===== src/rtl/seq_pattern_detector_pkg.sv =====
`default_nettype none
// ============================================================================
//  Module      : seq_pattern_detector_pkg
//  Description : Shared defaults and constants for the serial pattern detector.
//  Revision    : 1.0 - initial release
// ============================================================================
package seq_pattern_detector_pkg;

    // Default pattern length in samples
    localparam int PAT_W_DEF = 4;

    // Default pattern after reset (MSB = oldest sample)
    localparam logic [3:0] PAT_RST_DEF = 4'b1101;

    // Default match-counter width
    localparam int CNT_W_DEF = 8;

    // Number of flops in each input synchronizer
    localparam int SYNC_DEPTH = 2;

endpackage : seq_pattern_detector_pkg
`default_nettype wire


===== src/rtl/seq_pattern_detector_sync_edge.sv =====
`default_nettype none
// ============================================================================
//  Module      : sync_edge
//  Description : Multi-flop synchronizer followed by a registered rising-edge
//                pulse. The edge detector stays disarmed until the synchronizer
//                has been refilled after reset, so a level that is already high
//                when reset releases does not count as an edge.
//  Revision    : 1.0 - initial release
// ============================================================================
module sync_edge
    import seq_pattern_detector_pkg::*;
(
    input  logic clk,
    input  logic rst,
    input  logic i_d,
    output logic o_rise
);

    logic [SYNC_DEPTH-1:0] r_sync;
    logic [SYNC_DEPTH-1:0] r_vld;
    logic                  r_prev;
    logic                  r_rise;

    // Synchronize the input and emit a one-cycle pulse on its 0->1 transition
    always_ff @(posedge clk or posedge rst) begin
        if (rst) begin
            r_sync <= '0;
            r_vld  <= '0;
            r_prev <= 1'b1;
            r_rise <= 1'b0;
        end else begin
            r_sync <= {r_sync[SYNC_DEPTH-2:0], i_d};
            r_vld  <= {r_vld[SYNC_DEPTH-2:0], 1'b1};
            if (r_vld[SYNC_DEPTH-1]) begin
                r_prev <= r_sync[SYNC_DEPTH-1];
            end
            r_rise <= r_vld[SYNC_DEPTH-1] & r_sync[SYNC_DEPTH-1] & ~r_prev;
        end
    end

    assign o_rise = r_rise;

endmodule : sync_edge
`default_nettype wire


===== src/rtl/seq_pattern_detector.sv =====
`default_nettype none
// ============================================================================
//  Module      : seq_pattern_detector
//  Description : Serial bit-pattern detector. Each rising edge of the
//                asynchronous key input samples the asynchronous seq bit into
//                a history shift register; a full history equal to the loaded
//                pattern produces a hit pulse, sets led and bumps a saturating
//                match counter.
//  Revision    : 1.0 - initial release
// ============================================================================
module seq_pattern_detector
    import seq_pattern_detector_pkg::*;
#(
    parameter int               PAT_W   = PAT_W_DEF,
    parameter logic [PAT_W-1:0] PAT_RST = PAT_W'(PAT_RST_DEF),
    parameter int               CNT_W   = CNT_W_DEF,
    parameter int               OVERLAP = 1
) (
    input  logic             clk,
    input  logic             rst,
    input  logic             key,
    input  logic             seq,
    input  logic [PAT_W-1:0] pat_in,
    input  logic             pat_load,
    input  logic             cnt_clr,
    output logic             hit,
    output logic             led,
    output logic [CNT_W-1:0] hit_cnt
);

    localparam int               FILL_W    = $clog2(PAT_W + 1);
    localparam logic [FILL_W-1:0] FILL_FULL = FILL_W'(PAT_W);

    logic                  w_strobe;
    logic [SYNC_DEPTH-1:0] r_seq_sync;
    logic                  r_seq_al;
    logic [PAT_W-1:0]      r_pat;
    logic [PAT_W-1:0]      r_hist;
    logic [FILL_W-1:0]     r_fill;
    logic                  r_hit;
    logic                  r_led;
    logic [CNT_W-1:0]      r_cnt;
    logic [PAT_W-1:0]      w_hist_next;
    logic [FILL_W-1:0]     w_fill_next;
    logic                  w_match;

    sync_edge u_key_sync (
        .clk    (clk),
        .rst    (rst),
        .i_d    (key),
        .o_rise (w_strobe)
    );

    // seq synchronizer plus one extra stage so the bit lines up with the
    // registered key edge pulse
    always_ff @(posedge clk or posedge rst) begin
        if (rst) begin
            r_seq_sync <= '0;
            r_seq_al   <= 1'b0;
        end else begin
            r_seq_sync <= {r_seq_sync[SYNC_DEPTH-2:0], seq};
            r_seq_al   <= r_seq_sync[SYNC_DEPTH-1];
        end
    end

    // History after shifting in the current sample at the LSB end
    generate
        if (PAT_W == 1) begin : g_hist_w1
            assign w_hist_next = r_seq_al;
        end else begin : g_hist_wn
            assign w_hist_next = {r_hist[PAT_W-2:0], r_seq_al};
        end
    endgenerate

    assign w_fill_next = (r_fill == FILL_FULL) ? FILL_FULL : r_fill + FILL_W'(1);
    assign w_match     = (w_fill_next == FILL_FULL) && (w_hist_next == r_pat);

    // Pattern, history, fill and flag update; a pattern load overrides any
    // sample strobe in the same cycle
    always_ff @(posedge clk or posedge rst) begin
        if (rst) begin
            r_pat  <= PAT_RST;
            r_hist <= '0;
            r_fill <= '0;
            r_hit  <= 1'b0;
            r_led  <= 1'b0;
        end else begin
            r_hit <= 1'b0;
            if (pat_load) begin
                r_pat  <= pat_in;
                r_hist <= '0;
                r_fill <= '0;
                r_led  <= 1'b0;
            end else if (w_strobe) begin
                r_hit <= w_match;
                r_led <= w_match;
                if (w_match && (OVERLAP == 0)) begin
                    r_hist <= '0;
                    r_fill <= '0;
                end else begin
                    r_hist <= w_hist_next;
                    r_fill <= w_fill_next;
                end
            end
        end
    end

    // Saturating match counter driven by the hit pulse; clear has priority
    always_ff @(posedge clk or posedge rst) begin
        if (rst) begin
            r_cnt <= '0;
        end else if (cnt_clr) begin
            r_cnt <= '0;
        end else if (r_hit && (r_cnt != '1)) begin
            r_cnt <= r_cnt + CNT_W'(1);
        end
    end

    assign hit     = r_hit;
    assign led     = r_led;
    assign hit_cnt = r_cnt;

endmodule : seq_pattern_detector
`default_nettype wire


===== config.mk =====
export PLATFORM = sky130hd
export DESIGN_NAME = seq_pattern_detector
export DESIGN_NICKNAME = d
export VERILOG_FILES = /design/src/rtl/seq_pattern_detector_pkg.sv /design/src/rtl/seq_pattern_detector_sync_edge.sv /design/src/rtl/seq_pattern_detector.sv
export SDC_FILE = /design/constraint.sdc
export NUM_CORES = 1
export LEC_CHECK = 0
export BUFFER_PORTS_ARGS = -buffer_cell sky130_fd_sc_hd__buf_4
export CORE_MARGIN = 1
export CORE_UTILIZATION = 49
export DETAILED_ROUTE_END_ITERATION = 8
export PLACE_DENSITY = 0.73
export SLEW_MARGIN = 10
export SYNTH_ARGS = -nofsm -noshare
export SYNTH_HDL_FRONTEND = slang
export SYNTH_HIERARCHICAL = 1
export SYNTH_SLANG_ARGS = --single-unit

===== constraint.sdc =====
create_clock -name clk -period 1.35 [get_ports clk]
set_input_delay 0.27 -clock clk [delete_from_list [all_inputs] [get_ports clk]]
set_output_delay 0.27 -clock clk [all_outputs]
set_load 0.02 [all_outputs]

[Word-level counts from Yosys, hierarchy flattened]
Cells that the tools add are included.
Storage, ports and cells
  register bits after elaboration: 29
  word-level logic and storage cells: 36
Operators by class
  mux-type cells: 11
  equality and inequality tests: 4
  $add $sub $neg: 2
  reduce and logical (&&, ||, !) cells: 4
  bitwise logic cells: 3
Operators by type and width (count)
  $mux 8: 2
  $mux 3: 5
  $add 8x1->8 const B: 1
  $ne 8x8->1 const B: 1
  $eq 3x3->1 const B: 2
  $eq 4x4->1: 1
  $mux 1: 4
  $reduce_bool 2->1: 2
  $add 3x1->3 const B: 1
  $and 1x1->1: 2
  $logic_and 1x1->1: 2
  $not 1->1: 1

[Depth between registers and ports, before layout]
  word-level depth: 6
  depth in mapped cells: 5
  mapped depth without buffers: 5

[By module]
Netlist, hierarchy kept.
By module, submodules not included
  seq_pattern_detector: times used 1, area an instance 1129.8 um2, cells an instance 102
  sync_edge: times used 1, area an instance 183.9 um2, cells an instance 10

[Worst setup path before layout]
No wires, ideal clock.
  kind: register to register
  start: register r_cnt[0], in the netlist hit_cnt[0]
  end: register r_cnt[0], in the netlist hit_cnt[0]
  cell stages (with the launch flop): 5
  path buffers: 0
  setup slack: -0.234 ns
  clock period less this slack: 1.584 ns
  arrival: 1.459 ns
  required time: 1.225 ns
  path through: dfrtp_1 ha_1 and4_4 a21oi_2 mux2_2
On the way
  word-level cells in the longest chain between the ends: 3
  elaborated cells between the ends (all ways): 6
Ends and longest elaborated chain
  start: declaration: line seq_pattern_detector.sv:42  | logic [CNT_W-1:0] r_cnt;
  start signal: assignment: line seq_pattern_detector.sv:115  | r_cnt <= r_cnt + CNT_W'(1);
  $add 8x1->8 / $ne 8x8->1 (equally long branches): line seq_pattern_detector.sv:115, seq_pattern_detector.sv:114
  $mux 8 / $logic_and 1x1->1 (equally long branches): line seq_pattern_detector.sv:114  | end else if (r_hit && (r_cnt != '1)) begin
  $mux 8 / $reduce_bool 2->1 (equally long branches)
Several ways; a longest one is shown, not always the timed one. The select of a mux whose other input is x is not followed.
A chain may end at the register's enable or synchronous reset.

[Worst setup path after layout]
  start: register r_cnt[6], in the netlist hit_cnt[6]
  end: register r_cnt[5], in the netlist hit_cnt[5]
On the way
  word-level cells in the longest chain between the ends: 3
Ends and longest elaborated chain (line)
  $ne 8x8->1: seq_pattern_detector.sv:114
  $logic_and 1x1->1: seq_pattern_detector.sv:114
  $reduce_bool 2->1 (no line)
No other way between the ends.

==> flow_summary_export.csv <==
group,metric,value,unit
status,status,"complete, but fails checks",
status,violations,"negative setup slack",
worst_setup_path,max_stage_delay,0.41,ns
routing,routed_via_density,5.22,
worst_setup_path,start_kind,"flip-flop",
logic_synthesis,netlist_top_cells_count,"dfrtp_1, inv_1, nor2_1, mux2_2",
power,power,1660,µW
worst_hold_path,hold_end,"u_key_sync/r_sync[0]",
routing,ant_nets,0,
timing,rsz0062_at_grt,"true",
clock_tree,tritoncts,"built",
logic_synthesis,synth_area_leaders,"dfrtp_1, dfstp_2, mux2_2",
logic_synthesis,synth_top_family_by_area,"simple AND/OR/NAND/NOR gates",
clock_tree,cts_buffer_depth,2,
timing,finalHoldViolCount,0,
final_layout,fin_nets,172,
placed_design,pre_cts_ws,-0.0843,ns
clock_tree,cts.htree.levels,2,
routing,route.met2.wl,1390,µm
logic_synthesis,synth-simple-area-share,0.158,
floorplanning,start_util,0.526,
routing,wl,2830,µm
worst_setup_path,crit_family,"flip-flops",
timing,finalSetupViolations,3,
worst_setup_path,crit_slowest_cell,"dfrtp_2",
routing,wl_met3,102,µm
clock_tree,numCtsBuffers,5,
run,maxCapViolCount,0,
worst_setup_path,crit_start,"hit_cnt[6]",
placed_design,placed_cells,174,
logic_synthesis,synth_edf_count,0,
routing,wl_met1,1260,µm
logic_synthesis,synth-xor-area-share,0.0267,
logic_synthesis,synthArstFlopShare,1.00,
clock_tree,cts_sinks,29,
routing,routed.top_layer,"met4",
final_layout,syn2layout_area_growth,42.5,%
global_route,grt_antenna_before_repair,0,
logic_synthesis,yosysWarnings,6,
timing,setup_tns,-0.145,ns
routing,drcViolationCount,0,
power,peakVddDrop,1.06,mV
logic_synthesis,post_synth_mux_area_share,0.102,
worst_setup_path,worstReg2RegStart,"hit_cnt[6]",
timing,fin_crit_sh,1.06,
timing,finClkSkew,0.00800,ns
timing,layout_min_cycle_time,1.43,ns
final_layout,multi_input_area,626,µm²
clock_tree,clk_pin_slew,0.09,ns
power,cellPowerDensity,886,nW/µm²
logic_synthesis,synth_cell_type_count,35,
logic_synthesis,synth-compound-area-share,0.0933,
final_layout,nFillCells,182,
timing,final.setup.worst_slack,-0.0832,ns
worst_setup_path,r2r_cells,3,
global_route,grt_pass1_vias,915,
global_route,overflow,0,
worst_setup_path,cp-end-kind,"flip-flop",
worst_setup_path,critPathRequiredTime,1.57,ns
global_route,grt_max_degree,24,
worst_hold_path,hold_path_class,"input pin to flip-flop",
power,power_leakage,0.000827,µW
timing,max_freq,698,MHz
logic_synthesis,synth_most_common_cell,"dfrtp_1",
routing,routed-via-count,992,
timing,timing.final.max_slew_violations,0,
worst_setup_path,reg2reg_setup_slack,-0.08,ns
global_route,grt_pass1_wl,4200,µm
clock_tree,insertion_delay,0.33,ns
final_layout,ff_latch_area,738,µm²
placed_design,port_buffers,19,
worst_setup_path,path_cells,"and3_4, a2111oi_4, mux2_4",
worst_setup_path,path_class,"flip-flop to flip-flop",
global_route,grt.total_usage,0.223,
final_layout,drive_gt1_frac,0.513,
floorplanning,dieArea,2890,µm²
logic_synthesis,netlist_instances,112,
worst_setup_path,cp.arrival,1.66,ns
floorplanning,core,2500,µm²
floorplanning,rows,18,
floorplanning,num_io_pins,20,
worst_hold_path,worstHoldStart,"key",
floorplanning,die_w,53.8,µm
worst_setup_path,cp_max_fo,2,
routing,drt-initial-drc-count,6,
worst_setup_path,r2r-end,"hit_cnt[5]",
clock_tree,cts_root_buffer,"clkbuf_4",
logic_synthesis,netlist_area,1310,µm²
logic_synthesis,yosysSeqAreaShare,0.556,
logic_synthesis,synth_fa_ha_area_frac,0.0286,
logic_synthesis,netlist.top_cell.by_area,"dfrtp_1",
logic_synthesis,synthesis.nets,125,
final_layout,diodes,0,
routing,wl_per_cell,14.9,µm
worst_setup_path,cp_num_buf_inv,0,
worst_hold_path,whs_path_depth,1,
logic_synthesis,synth_top_area_share,0.476,
logic_synthesis,synth_flop_cell,"dfrtp_1",
logic_synthesis,syn_avg_cell_area,11.7,µm²
placed_design,place_hpwl,1890,µm
final_layout,instances_no_fill,190,
placed_design,gp_congestion,0.755,
logic_synthesis,synth-seq-cells,29,
floorplanning,die_y,53.8,µm
routing,drtPass1Iterations,4,
timing,fin_hold_ws,0.0446,ns
## area by class of cell
cell class / instances / share of cell area
clock buffer: 7 / 0.0348
sequential: 29 / 0.394
inverter: 8 / 0.0160
multi-input combinational: 72 / 0.334
clock inverter: 1 / 0.00267
tap: 30 / 0.0201
timing repair buffer: 43 / 0.198
## what timing repair did
item / in CTS / in global routing
cloned: 0 / 0
hold buffers: 1 / 0
pin swaps: 5 / 3
endpoints found under the setup margin: 5 / 12
endpoints found under the hold margin: 25 / 0
gates resized for setup: 11 / 15
buffers inserted: 4 / 3
## cells in the final DEF (no fill, tap or decap), drive strengths merged, types with 4 or more instances in the layout
| cell | netlist | final |
|---|---|---|
| dfrtp | 25 | 25 |
| a21oi | 6 | 6 |
| mux2i | 4 | 4 |
| inv | 8 | 8 |
| dfstp | 4 | 4 |
| nand3 | 6 | 6 |
| buf | 1 | 42 |
| nand2b | 5 | 5 |
| mux2 | 8 | 8 |
| nor2 | 8 | 8 |
| clkbuf | 2 | 7 |
| nand2 | 5 | 5 |
## report_power, final
part | internal, µW | total, µW | switching (µW) | leakage, µW
logic | 68.5 | 127 | 58.3 | 0.000424
clock network | 301 | 603 | 302 | 0.0000413
registers | 908 | 928 | 20.4 | 0.000362
total | 1280 | 1660 | 381 | 0.000827
## kinds of logic (layout without fill, tap and decap cells)
family	after synthesis	after routing
and+or+nand+nor	37	37
DFF	29	29
AOI/OAI and AO/OA	15	15
muxes	12	12
buffers and inverters	11	59
xor gates and xnor gates	4	4
adders and majority gates	3	3
other	1	1
## sequential cells by signal (all words and copies together) (netlist names)
register,flops
hit_cnt,8
r_pat,4
r_fill,3
r_hist,3
r_seq_sync,2
u_key_sync/r_sync,2
u_key_sync/r_vld,2
hit,1
led,1
r_seq_al,1
u_key_sync/o_rise,1
u_key_sync/r_prev,1
## routing by layer
metal | track usage | vias up
met5 | 0 | -
met4 | 0.118 | 0
met3 | 0.0847 | 8
met1 | 0.270 | 481
li1 | - | 486
met2 | 0.342 | 17
## worst max-delay path by stage
stage	endpoint	slack [ns]	depth (start not counted)
after floorplan	hit_cnt[5]	-0.11	3
after global placement	hit_cnt[5]	-0.02	3
after detailed placement	hit_cnt[5]	-0.08	3
after CTS	hit_cnt[5]	-0.08	3
after global routing	hit_cnt[5]	-0.11	3
final	hit_cnt[5]	-0.08	3
## stage by stage
stage               area [µm²]   util
floorplan                 1330      -
global placement          1620  0.649
detailed placement        1620  0.649
CTS                       1780  0.711
global route              1870  0.749
finish                    1870  0.749
(Power assumes the default switching activity.)
